### src/rtl/mult_pkg.sv
// Shared definitions for the iterative radix-4 multiplier: FSM encoding and
// the operand magnitude helper used at operand acceptance.
package mult_pkg;

   typedef enum logic [1:0] {
      ST_IDLE = 2'd0,
      ST_CALC = 2'd1,
      ST_DONE = 2'd2
   } state_t;

   // Widest operand the magnitude helper supports; callers cast the result back down.
   localparam int MAX_W = 64;

   // Unsigned magnitude of a width-bit operand held zero-extended in value.
   // The result is taken modulo 2^width by the caller, so -2^(width-1)
   // maps to 2^(width-1).
   function automatic logic [MAX_W-1:0] abs_u(input logic [MAX_W-1:0] value,
                                              input int                width,
                                              input logic              signed_mode);
      logic [MAX_W-1:0] shifted;
      shifted = value >> (width - 1);
      if (signed_mode && shifted[0]) begin
         return -value;
      end
      return value;
   endfunction

endpackage

### src/rtl/radix4_pp_row.sv
// One radix-4 partial-product row: WIDTH-bit multiplicand times a 2-bit digit.
module radix4_pp_row #(
   parameter int WIDTH = 8
) (
   input  logic [WIDTH-1:0] i_multiplicand,
   input  logic [1:0]       i_digit,
   output logic [WIDTH+1:0] o_row
);

   logic [WIDTH+1:0] w_m1;
   logic [WIDTH+1:0] w_m2;

   assign w_m1 = (WIDTH+2)'(i_multiplicand);
   assign w_m2 = w_m1 << 1;

   always_comb begin
      // NOTE: every always_comb output gets a value on every path, otherwise a latch is inferred.
      o_row = '0;
      case (i_digit)
         2'd0:    o_row = '0;
         2'd1:    o_row = w_m1;
         2'd2:    o_row = w_m2;
         default: o_row = w_m1 + w_m2;
      endcase
   end

endmodule

### src/rtl/seq_radix4_multiplier.sv
// Iterative WIDTH x WIDTH multiplier, two multiplier bits per cycle, with
// per-operation signed/unsigned mode and valid/ready on both sides.
module seq_radix4_multiplier
   import mult_pkg::*;
#(
   parameter int WIDTH = 8
) (
   input  logic                 clk,
   input  logic                 rst_n,
   input  logic                 in_valid,
   output logic                 in_ready,
   input  logic [WIDTH-1:0]     a,
   input  logic [WIDTH-1:0]     b,
   input  logic                 signed_mode,
   output logic                 out_valid,
   input  logic                 out_ready,
   output logic [2*WIDTH-1:0]   out
);

   localparam int CNT_W = $clog2(WIDTH/2) + 1;

   state_t               r_state;
   state_t               w_next_state;
   logic [CNT_W-1:0]     r_cnt;
   logic [WIDTH-1:0]     r_abs_a;
   logic [WIDTH-1:0]     r_b_sh;
   logic                 r_neg;
   logic [2*WIDTH-1:0]   r_acc;
   logic [2*WIDTH-1:0]   r_out;

   logic                 w_accept;
   logic                 w_last;
   logic [WIDTH+1:0]     w_row;
   logic [2*WIDTH-1:0]   w_row_shifted;
   logic [2*WIDTH-1:0]   w_acc_next;

   assign w_accept      = in_valid & in_ready;
   assign w_last        = (r_cnt == CNT_W'(WIDTH/2 - 1));
   assign w_row_shifted = (2*WIDTH)'(w_row) << {r_cnt, 1'b0};
   assign w_acc_next    = r_acc + w_row_shifted;
   assign out           = r_out;

   // The multiplier register shifts right two bits per step, so the row
   // always consumes its low digit.
   radix4_pp_row #(.WIDTH(WIDTH)) u_row (
      .i_multiplicand (r_abs_a),
      .i_digit        (r_b_sh[1:0]),
      .o_row          (w_row)
   );

   always_ff @(posedge clk) begin
      if (!rst_n) begin
         r_state <= ST_IDLE;
      end else begin
         r_state <= w_next_state;
      end
   end

   always_comb begin
      w_next_state = r_state;
      case (r_state)
         ST_IDLE: if (w_accept)  w_next_state = ST_CALC;
         ST_CALC: if (w_last)    w_next_state = ST_DONE;
         ST_DONE: if (out_ready) w_next_state = ST_IDLE;
         default:                w_next_state = ST_IDLE;
      endcase
   end

   always_comb begin
      in_ready  = (r_state == ST_IDLE);
      out_valid = (r_state == ST_DONE);
   end

   always_ff @(posedge clk) begin
      // NOTE: datapath registers are reset too so a discarded operation leaves no residue;
      //       all sequential updates use <= so every register samples pre-edge values.
      if (!rst_n) begin
         r_cnt   <= '0;
         r_abs_a <= '0;
         r_b_sh  <= '0;
         r_neg   <= 1'b0;
         r_acc   <= '0;
         r_out   <= '0;
      end else begin
         case (r_state)
            ST_IDLE: begin
               if (w_accept) begin
                  r_abs_a <= WIDTH'(abs_u(MAX_W'(a), WIDTH, signed_mode));
                  r_b_sh  <= WIDTH'(abs_u(MAX_W'(b), WIDTH, signed_mode));
                  r_neg   <= signed_mode & (a[WIDTH-1] ^ b[WIDTH-1]);
                  r_acc   <= '0;
                  r_cnt   <= '0;
               end
            end
            ST_CALC: begin
               r_acc  <= w_acc_next;
               r_cnt  <= r_cnt + CNT_W'(1);
               r_b_sh <= r_b_sh >> 2;
               if (w_last) begin
                  r_out <= r_neg ? -w_acc_next : w_acc_next;
               end
            end
            default: ;
         endcase
      end
   end

endmodule

### config.mk
export PLATFORM = sky130hd
export DESIGN_NAME = seq_radix4_multiplier
export DESIGN_NICKNAME = d
export VERILOG_FILES = /design/src/rtl/mult_pkg.sv /design/src/rtl/radix4_pp_row.sv /design/src/rtl/seq_radix4_multiplier.sv
export SDC_FILE = /design/constraint.sdc
export NUM_CORES = 1
export LEC_CHECK = 0
export CELL_PAD_IN_SITES_DETAIL_PLACEMENT = 0
export CELL_PAD_IN_SITES_GLOBAL_PLACEMENT = 1
export CORE_UTILIZATION = 43
export CTS_CLUSTER_SIZE = 28
export DETAILED_ROUTE_END_ITERATION = 10
export PLACE_DENSITY_LB_ADDON = 0.1
export SLEW_MARGIN = 25
export SYNTH_ARGS = -nofsm -noshare
export SYNTH_HDL_FRONTEND = slang
export SYNTH_SLANG_ARGS = --single-unit
### constraint.sdc
create_clock -name clk -period 6.27 [get_ports clk]
set_input_delay 1.5675 -clock clk [delete_from_list [all_inputs] [get_ports clk]]
set_output_delay 1.5675 -clock clk [all_outputs]
set_load 0.02 [all_outputs]
==> After elaboration in Yosys (flattened, before gate mapping) <==
Cells that the tools add are included.
{ "totals": {"register_bits": 54, "input_bits": 21, "out_inout_bits": 18, "word_cells": 58} }
{ "classes": {"add_sub_neg": 6, "n_eq_ne": 8, "n_shift": 1, "mux": 24, "n_bitwise": 3, "n_reduce_logical": 9} }
{ "ops": {"columns": ["operator", "count"], "rows": [
  ["$mux W8", 5],
  ["$mux W16", 2],
  ["$pmux W16 S2", 1],
  ["$pmux W10 S3", 1],
  ["$add A16 B16 Y16", 1],
  ["$neg A16 Y16", 1],
  ["$neg A8 Y8", 2],
  ["$pmux W8 S2", 1],
  ["$shl A10 B4 Y16", 1],
  ["$add A8 B9 Y10", 1],
  ["$mux W1", 8],
  ["$mux W2", 3],
  ["$pmux W2 S3", 1],
  ["$pmux W3 S2", 1],
  ["$reduce_and A2 Y1", 3],
  ["$eq A2 B1 Y1 const B", 2],
  ["$eq A2 B2 Y1 const B", 2],
  ["$logic_not A2 Y1", 2],
  ["$ne A2 B1 Y1 const B", 2],
  ["$add A3 B1 Y3 const B", 1],
  ["$eq A3 B2 Y1 const B", 1],
  ["$mux W3", 1],
  ["$reduce_and A3 Y1", 1],
  ["$and A1 B1 Y1", 2],
  ["4 further kinds", 5]
]} }

==> Logic depth before layout (Yosys ltp) <==
{ "logic_depth": {"ltp_word": 8, "ltp_mapped": 22, "ltp_nobuf": 21} }

==> Hierarchy <==
A second synthesis with hierarchy kept.
{ "hier_totals": {"hier_cells": 528, "hier_area_um2": 4127.7} }
{ "modules_own_cells": {"columns": ["mod", "n_inst", "cells_each", "area_each_um2", "seq_area_each_um2"], "rows": [
  ["seq_radix4_multiplier", 1, 468, 3653.5, 1081.0],
  ["radix4_pp_row", 1, 60, 474.2, 0.0]
]} }

==> Worst setup path after synthesis <==
Ideal clock, no wire load.
{ "synth_timing": {"kind": "register to register", "from": "register r_abs_a[1]", "to": "register r_out[15] (netlist: out[15])", "setup_ns": 0.129, "t_arrival_ns": 4.338, "t_required_ns": 6.141, "slack_ns": 1.803, "stages_incl_launch_ff": 22, "n_path_buf": 1, "synth_period_minus_slack_ns": 4.467, "cell_sequence": "dfxtp_1 -> ha_1 -> inv_1 -> fa_1 -> nor2b_2 -> o2111ai_1 -> and3_1 -> a311oi_1 -> mux2i_1 -> a21o_1 -> and2_1 -> ha_1 -> clkbuf_1 -> and2_1 -> o21ai_0 -> nand2_1 -> o221a_1 -> o41a_1 -> o221ai_1 -> a21oi_1 -> nor4b_1 -> nand4bb_1"} }
{ "synth_between": {"elab_chain_cells": 6} }
{ "synth_lines": {"columns": ["item", "line", "source"], "rows": [
  ["from (decl)", "seq_radix4_multiplier.sv:25", "logic [WIDTH-1:0] r_abs_a;"],
  ["from (signal assigned)", "seq_radix4_multiplier.sv:88", "r_abs_a <= WIDTH'(abs_u(MAX_W'(a), WIDTH, signed_mode));"],
  ["$add A8 B9 Y10", "radix4_pp_row.sv:23", "default: o_row = w_m1 + w_m2;"],
  ["$pmux W10 S3 (*)", "radix4_pp_row.sv:19", "case (i_digit)"],
  ["$shl A10 B4 Y16 (*)", "seq_radix4_multiplier.sv:39", "assign w_row_shifted = (2*WIDTH)'(w_row) << {r_cnt, 1'b0};"],
  ["$add A16 B16 Y16 (*)", "seq_radix4_multiplier.sv:40", "assign w_acc_next = r_acc + w_row_shifted;"],
  ["$neg A16 Y16", "seq_radix4_multiplier.sv:100", "r_out <= r_neg ? -w_acc_next : w_acc_next;"],
  ["$mux W16 (*)", "seq_radix4_multiplier.sv:100", null],
  ["to (signal assigned)", "seq_radix4_multiplier.sv:100", null],
  ["to (decl)", "seq_radix4_multiplier.sv:29", "logic [2*WIDTH-1:0] r_out;"]
]} }
Every way passes the cells marked *; elsewhere a longest branch is shown, timed or not.
A chain may end at the register's enable or synchronous reset.

==> Final worst setup path <==
Ends and elaborated chain as after synthesis.

==> impl_summary.log <==
INFO  metric routedWlPerCell = 15.1 µm
INFO  metric maxSlewViolCount = 0
INFO  metric global_route.usage.total = 0.219
INFO  metric postCtsSetupBuffers = 0
INFO  metric placement.setup.worst_slack = 1310 ps
INFO  metric yosys.cell_types.count = 77
INFO  metric criticalPathCategory = register to register
INFO  metric fp.dieH = 102 µm
INFO  metric synth_area_leaders = dfxtp_1 25%, ha_1 8.1%, a21oi_1 6.1%
INFO  metric timing.critical_path.buf_inv = 1
INFO  metric synth.yosys.seq_area_share = 0.251
INFO  metric worst_clock_skew = 8.01 ps
INFO  metric cp_cell_sequence = ha_1 -> inv_1 -> fa_1 -> nor2b_2 -> o2111ai_1 -> and3_1 -> a311oi_1 -> mux2i_1 -> a21o_1 -> and2_1 -> ha_1 -> and2_1 -> o21ai_0 -> nand2_1 -> o221a_1 -> o41a_1 -> o221ai_1 -> a21oi_1 -> nor4b_1 -> nand4bb_1
INFO  metric cell_area_after_technology_mapping = 4300 µm²
INFO  metric vias = 4051
INFO  metric hold_buffers = 0
INFO  metric post_cts_resize_count = 0
INFO  metric number_of_buffers_inserted_during_clock_tree_synthesis = 5
INFO  metric cp_slowest_cell = a311oi_1
INFO  metric area_growth_syn_to_layout = 11.7%
INFO  metric fin_util = 0.493
INFO  metric post_drt_via_cell_ratio = 5.62
INFO  metric numClockSinks = 54
INFO  metric maximum_net_fanout_on_the_critical_path = 10
INFO  metric total_global_routing_overflow = 0
INFO  metric drt_met1_wl = 5.18 mm
INFO  metric maximum_number_of_pins_on_one_net_before_global_route_repair = 37
INFO  metric yosys_most_used_dff = dfxtp_1
INFO  metric clock.fmax = 0.200 GHz
INFO  metric cts-htree-levels = 2
INFO  metric post_route_cells_drive_above_1_share = 0.0527
INFO  metric number_of_enable_flip_flop_cells_after_synthesis = 0
INFO  metric fin_crit_sh = 0.797
INFO  metric ctsLongestPathBuffers = 2
INFO  metric relSlewSlack = 0.352
INFO  metric die_w = 102 µm
INFO  metric dr_wl_met2 = 5.16 mm
INFO  metric path_clk_slew = 100 ps
INFO  metric fp-row-count = 36
INFO  metric synth-warning-count = 0
INFO  metric required = 6480 ps
INFO  metric routed-wl-met3 = 450 µm
INFO  metric worst_ep_arrival_time = 5200 ps
INFO  metric cts_tree = yes
INFO  metric drtIter0Drc = 197
INFO  metric pin_count = 39
INFO  metric cp-end-kind = register
INFO  metric startpoint_type = register
INFO  metric worstSkewPairLatency = 310 ps
INFO  metric setup_viol = 0
INFO  metric async_reset_ff_frac = 0
INFO  metric power.leakage = 0.00184 µW
INFO  metric diodes = 0
INFO  metric initial_core_util = 0.442
INFO  metric hold_viol_final = 0
INFO  metric postSynthCellCount = 573
INFO  metric port_buffers = 38
INFO  metric timing.final.crit_period = 5000 ps
INFO  metric power_per_cell_area = 157 nW/µm²
INFO  metric post-route-worst-setup-slack = 1270 ps
INFO  metric first_global_vias = 3567
INFO  metric cts-root-buf = clkbuf_8
INFO  metric dieArea = 10400 µm²
INFO  metric fillerInstances = 1014
INFO  metric place.detailed.hpwl = 7.98 mm
INFO  metric routabilityCongestion = 0.880
INFO  metric rsz0062_at_grt = false
INFO  metric power.ir.vdd_worst = 0.0892 mV
INFO  metric synthesis.nets = 624
INFO  metric worst_pin_slew = 969 ps
INFO  metric maxCapViolCount = 0
INFO  metric post_dp_cell_area = 4720 µm²
INFO  metric finalInstanceArea = 4800 µm²
INFO  metric postSynthRegisterBits = 54
INFO  metric highest_layer = met4
INFO  metric min-delay-path-class = register to register
INFO  metric finalNetCount = 639
INFO  metric grt_pass1_wl = 18.0 mm
INFO  metric antenna_violations_before_repair = 0
INFO  metric synth_area_per_cell = 7.50 µm²
INFO  metric status = complete, no violations
INFO  metric fin_setup_tns = 0 ps
INFO  metric timing.critical_path.slowest_cell_delay = 480 ps
INFO  metric firstDrtPassIters = 4
INFO  metric critical-path-top-delay-family = compound AO/OA/AOI/OAI gates
INFO  metric postRouteWirelength = 10.9 mm
INFO  metric synthDominantAreaCellType = dfxtp_1
INFO  metric final_antenna_violating_net_count = 0
INFO  metric synth_top_area_share = 0.251
INFO  metric fp.coreArea = 9730 µm²
INFO  metric drc_errors = 0
-- per-stage QoR --
step                hold slack, ps  power, µW  cells
finish                         458        756    721
detailed placement             448        560    714
global placement               438        559    714
CTS                            462        764    721
floorplan                      432        506    573
global route                   481        803    721
-- path summary, 6_finish.rpt --
path	startpoint	to	slack, ps	depth (start not counted)
worst min-delay path	out[10]	out[10]	460	2
worst max register to register	r_abs_a[1]	out[15]	1270	20
worst min register to register	out[10]	out[10]	460	2
worst max-delay path	r_abs_a[1]	out[15]	1270	20
-- cell families after synthesis --
| family | count (synthesis) | share of synthesized area |
|---|---|---|
| and+or+nand+nor | 216 | 0.242 |
| AOI/OAI and AO/OA | 168 | 0.259 |
| buffers and inverters | 59 | 0.0591 |
| DFF | 54 | 0.251 |
| xor gates and xnor gates | 38 | 0.0792 |
| adders and majority gates | 30 | 0.0908 |
| muxes | 8 | 0.0189 |
-- synth_stat cells, types with 4 or more instances --
cell and instances:
dfxtp_1 54, o31ai_1 4, o21a_1 4, a21o_1 6, a31oi_1 12, clkbuf_1 23
a21oi_1 52, ha_1 28, a22oi_1 9, or3_1 7, mux2i_1 7, nand3_1 38
inv_1 24, nor2b_1 5, buf_2 4, xor2_1 15, a211oi_1 16, o22ai_1 6
nand2_1 63, nand2b_1 6, nor2_1 46, o21ai_0 22, and2_1 11, xnor2_1 22
nor3_1 20
-- cell type report --
class,count,area [µm²],share of cell area
Multi-Input combinational cell,460,2970,0.618
Sequential cell,54,1080,0.225
Timing Repair Buffer,42,410,0.0855
Tap cell,133,166,0.0347
Inverter,25,93.8,0.0195
Clock buffer,5,68.8,0.0143
Clock inverter,2,13.8,0.00287
-- state kept, by name, indices dropped and copies added, names as in the netlist --
register  flops
r_cnt         3
r_state       2
r_acc        16
r_neg         1
r_abs_a       8
r_b_sh        8
out          16
-- where the power goes --
part           switching (µW)  leakage (µW)  internal (µW)
registers                17.4      0.000438            354
logic                     110       0.00136           72.1
clock network             125     0.0000444           77.8
-- layout by cell type, fill, tap and decap left out, types with 20 or more instances in the layout --
| cell | instances |
|---|---|
| nor2_1 | 46 |
| nor3_1 | 20 |
| dfxtp_1 | 54 |
| xnor2_1 | 22 |
| ha_1 | 28 |
| clkdlybuf4s50_1 | 38 |
| nand3_1 | 38 |
| o21ai_0 | 22 |
| nand2_1 | 63 |
| a21oi_1 | 52 |
| inv_1 | 24 |
-- tightest hold or removal path: stages, from the launching register on --
cell and delay [ps]:
dfxtp_1 320, nand2_1 50, a21oi_1 50
-- routing by layer --
layer | vias to the layer above | global-route usage
li1 | 2099 | -
met5 | - | 0
met1 | 1870 | 0.306
met3 | 6 | 0.0246
met2 | 76 | 0.364
met4 | 0 | 0.0429
Power figures use the tool's default switching activity.
==> variant: new RTL, same flow settings <==
Encoding of `state_t`: now one-hot (3 bits for 3 states).
--- a/src/rtl/mult_pkg.sv
+++ b/src/rtl/mult_pkg.sv
@@ -4,6 +4,6 @@
 
-   typedef enum logic [1:0] {
-      ST_IDLE = 2'd0,
-      ST_CALC = 2'd1,
-      ST_DONE = 2'd2
+   typedef enum logic [2:0] {
+      ST_IDLE = 3'b001,
+      ST_CALC = 3'b010,
+      ST_DONE = 3'b100
    } state_t;
Formal check against the unedited RTL: no difference found for any inputs over 4 cycles, from zero or initial values and one cycle with rst_n low; so few cycles prove little.
==> variant against the unedited design <==
Area after synthesis decreased by 0.49%. Setup slack got worse by 0.31 ns. Total power increased by 12%. Non-clock buffer count decreased by 1. Synthesized cell count decreased by 1.0%. Routed wire length increased by 0.34%. Sequential cell count increased by 1. Design area increased by 0.70%. Sequential power increased by 5%. Critical path depth unchanged. First-iteration DRC count decreased by 11%. Critical path type unchanged. Critical endpoint unchanged.
==> variant: results (changes against the unedited design) <==
- run status: completed
- final worst slack: 0.960 ns, -0.311 ns
- routed wire length: 10900 um, +0.34%
- top area cells in the synthesized netlist: sky130_fd_sc_hd__dfxtp_1 26%, sky130_fd_sc_hd__ha_1 8.2%, sky130_fd_sc_hd__nand2_1 6.3%
- worst clock skew: 0.00564 ns, -0.00237 ns
- Fill cells: 1016, +0.20%
- Detailed Place HPWL: 8280 um, +3.8%
- worst endpoint data arrival time: 5.48 ns, +0.28 ns
- maximum number of pins on one net before global-route repair: 28, -24%
- hold slack final: 0.460 ns, +0.00191 ns
- reg-to-reg slack, setup: 0.96 ns, -0.31 ns
- relative slew slack: 35.7%, +0.50 points
- number of unique standard cell types used by synthesis: 63, -18%
- Mapped Nets: 618, -0.96%
- ratio of cells with drive above 1 in the final layout: 5.63%, +0.36 points
- synth cell count leaders: 72 x sky130_fd_sc_hd__nand2_1, 65 x sky130_fd_sc_hd__nor2_1, 55 x sky130_fd_sc_hd__dfxtp_1, 50 x sky130_fd_sc_hd__a21oi_1, 28 x sky130_fd_sc_hd__ha_1
- width of the die: 102 um, -0.25%
- Iter 0 DRT Violations: 176, -11%
- Max stage delay on crit path: 0.45 ns, -0.03 ns
- Min-Delay Startpoint: out[7]
- Slowest-stage cell, CP: sky130_fd_sc_hd__dfxtp_1
- worst slack, placed: 1.01 ns, -0.302 ns
- sequential area share after synthesis: 25.7%, +0.59 points
- total track usage: 22.3%, +0.37 points
- Critical Path Fanout Max: 6, -4
- Net count, final: 637, -0.31%
variant: kinds of logic after synthesis:
group / synth area share, %
AOI/OAI and AO/OA: 26.8
xor gates and xnor gates: 8.66
adders and majority gates: 9.13
buffers and inverters: 4.65
DFF: 25.7
muxes: 1.49
and+or+nand+nor: 23.5
variant: cell type report:
class,instances,share of cell area (%)
Timing Repair Buffer,41,8.33
Tap cell,133,3.44
Clock buffer,6,1.71
Sequential cell,55,22.8
Clock inverter,1,0.181
Multi-Input combinational cell,459,61.7
Inverter,24,1.86
variant: per-layer routing:
| layer | vias up | wire length, um | track usage (%) |
|---|---|---|---|
| li1 | 2086 | - | - |
| met1 | 1871 | 4940 | 26.9 |
| met2 | 76 | 5400 | 40.5 |
| met3 | 20 | 340 | 2.76 |
| met4 | 0 | 228 | 7.69 |
| met5 | - | 0 | 0 |
variant: how the worst max path moves through the flow:
stage / start / to / depth (start not counted)
2_1_floorplan: r_abs_a[1] / out[15] / 20
3_3_place_gp: r_abs_a[1] / out[13] / 20
3_5_place_dp: r_abs_a[1] / out[15] / 20
4_1_cts: r_abs_a[1] / out[13] / 20
5_1_grt: r_abs_a[1] / out[15] / 20
6_report: r_abs_a[1] / out[15] / 20
variant: power by group:
part	switching [W]	internal [W]
sequential	0.0000238	0.000365
clock	0.000125	0.0000894
combinational	0.000147	0.0000936
total	0.000296	0.000548
variant: worst max-delay path, delay by kind of cell, from the launching register on:
| family | cells | cell delay [ns] |
|---|---|---|
| muxes | 1 | 0.35 |
| and+or+nand+nor | 4 | 1.14 |
| buffers and inverters | 1 | 0.06 |
| xor gates and xnor gates | 2 | 0.34 |
| adders and majority gates | 3 | 0.96 |
| AOI/OAI and AO/OA | 9 | 1.88 |
| DFF | 1 | 0.45 |
variant: stage by stage:
step                std cells  area, um2
finish                    719       4830
global route              719       4830
floorplan                 567       4280
detailed placement        712       4740
global placement          712       4740
CTS                       719       4830
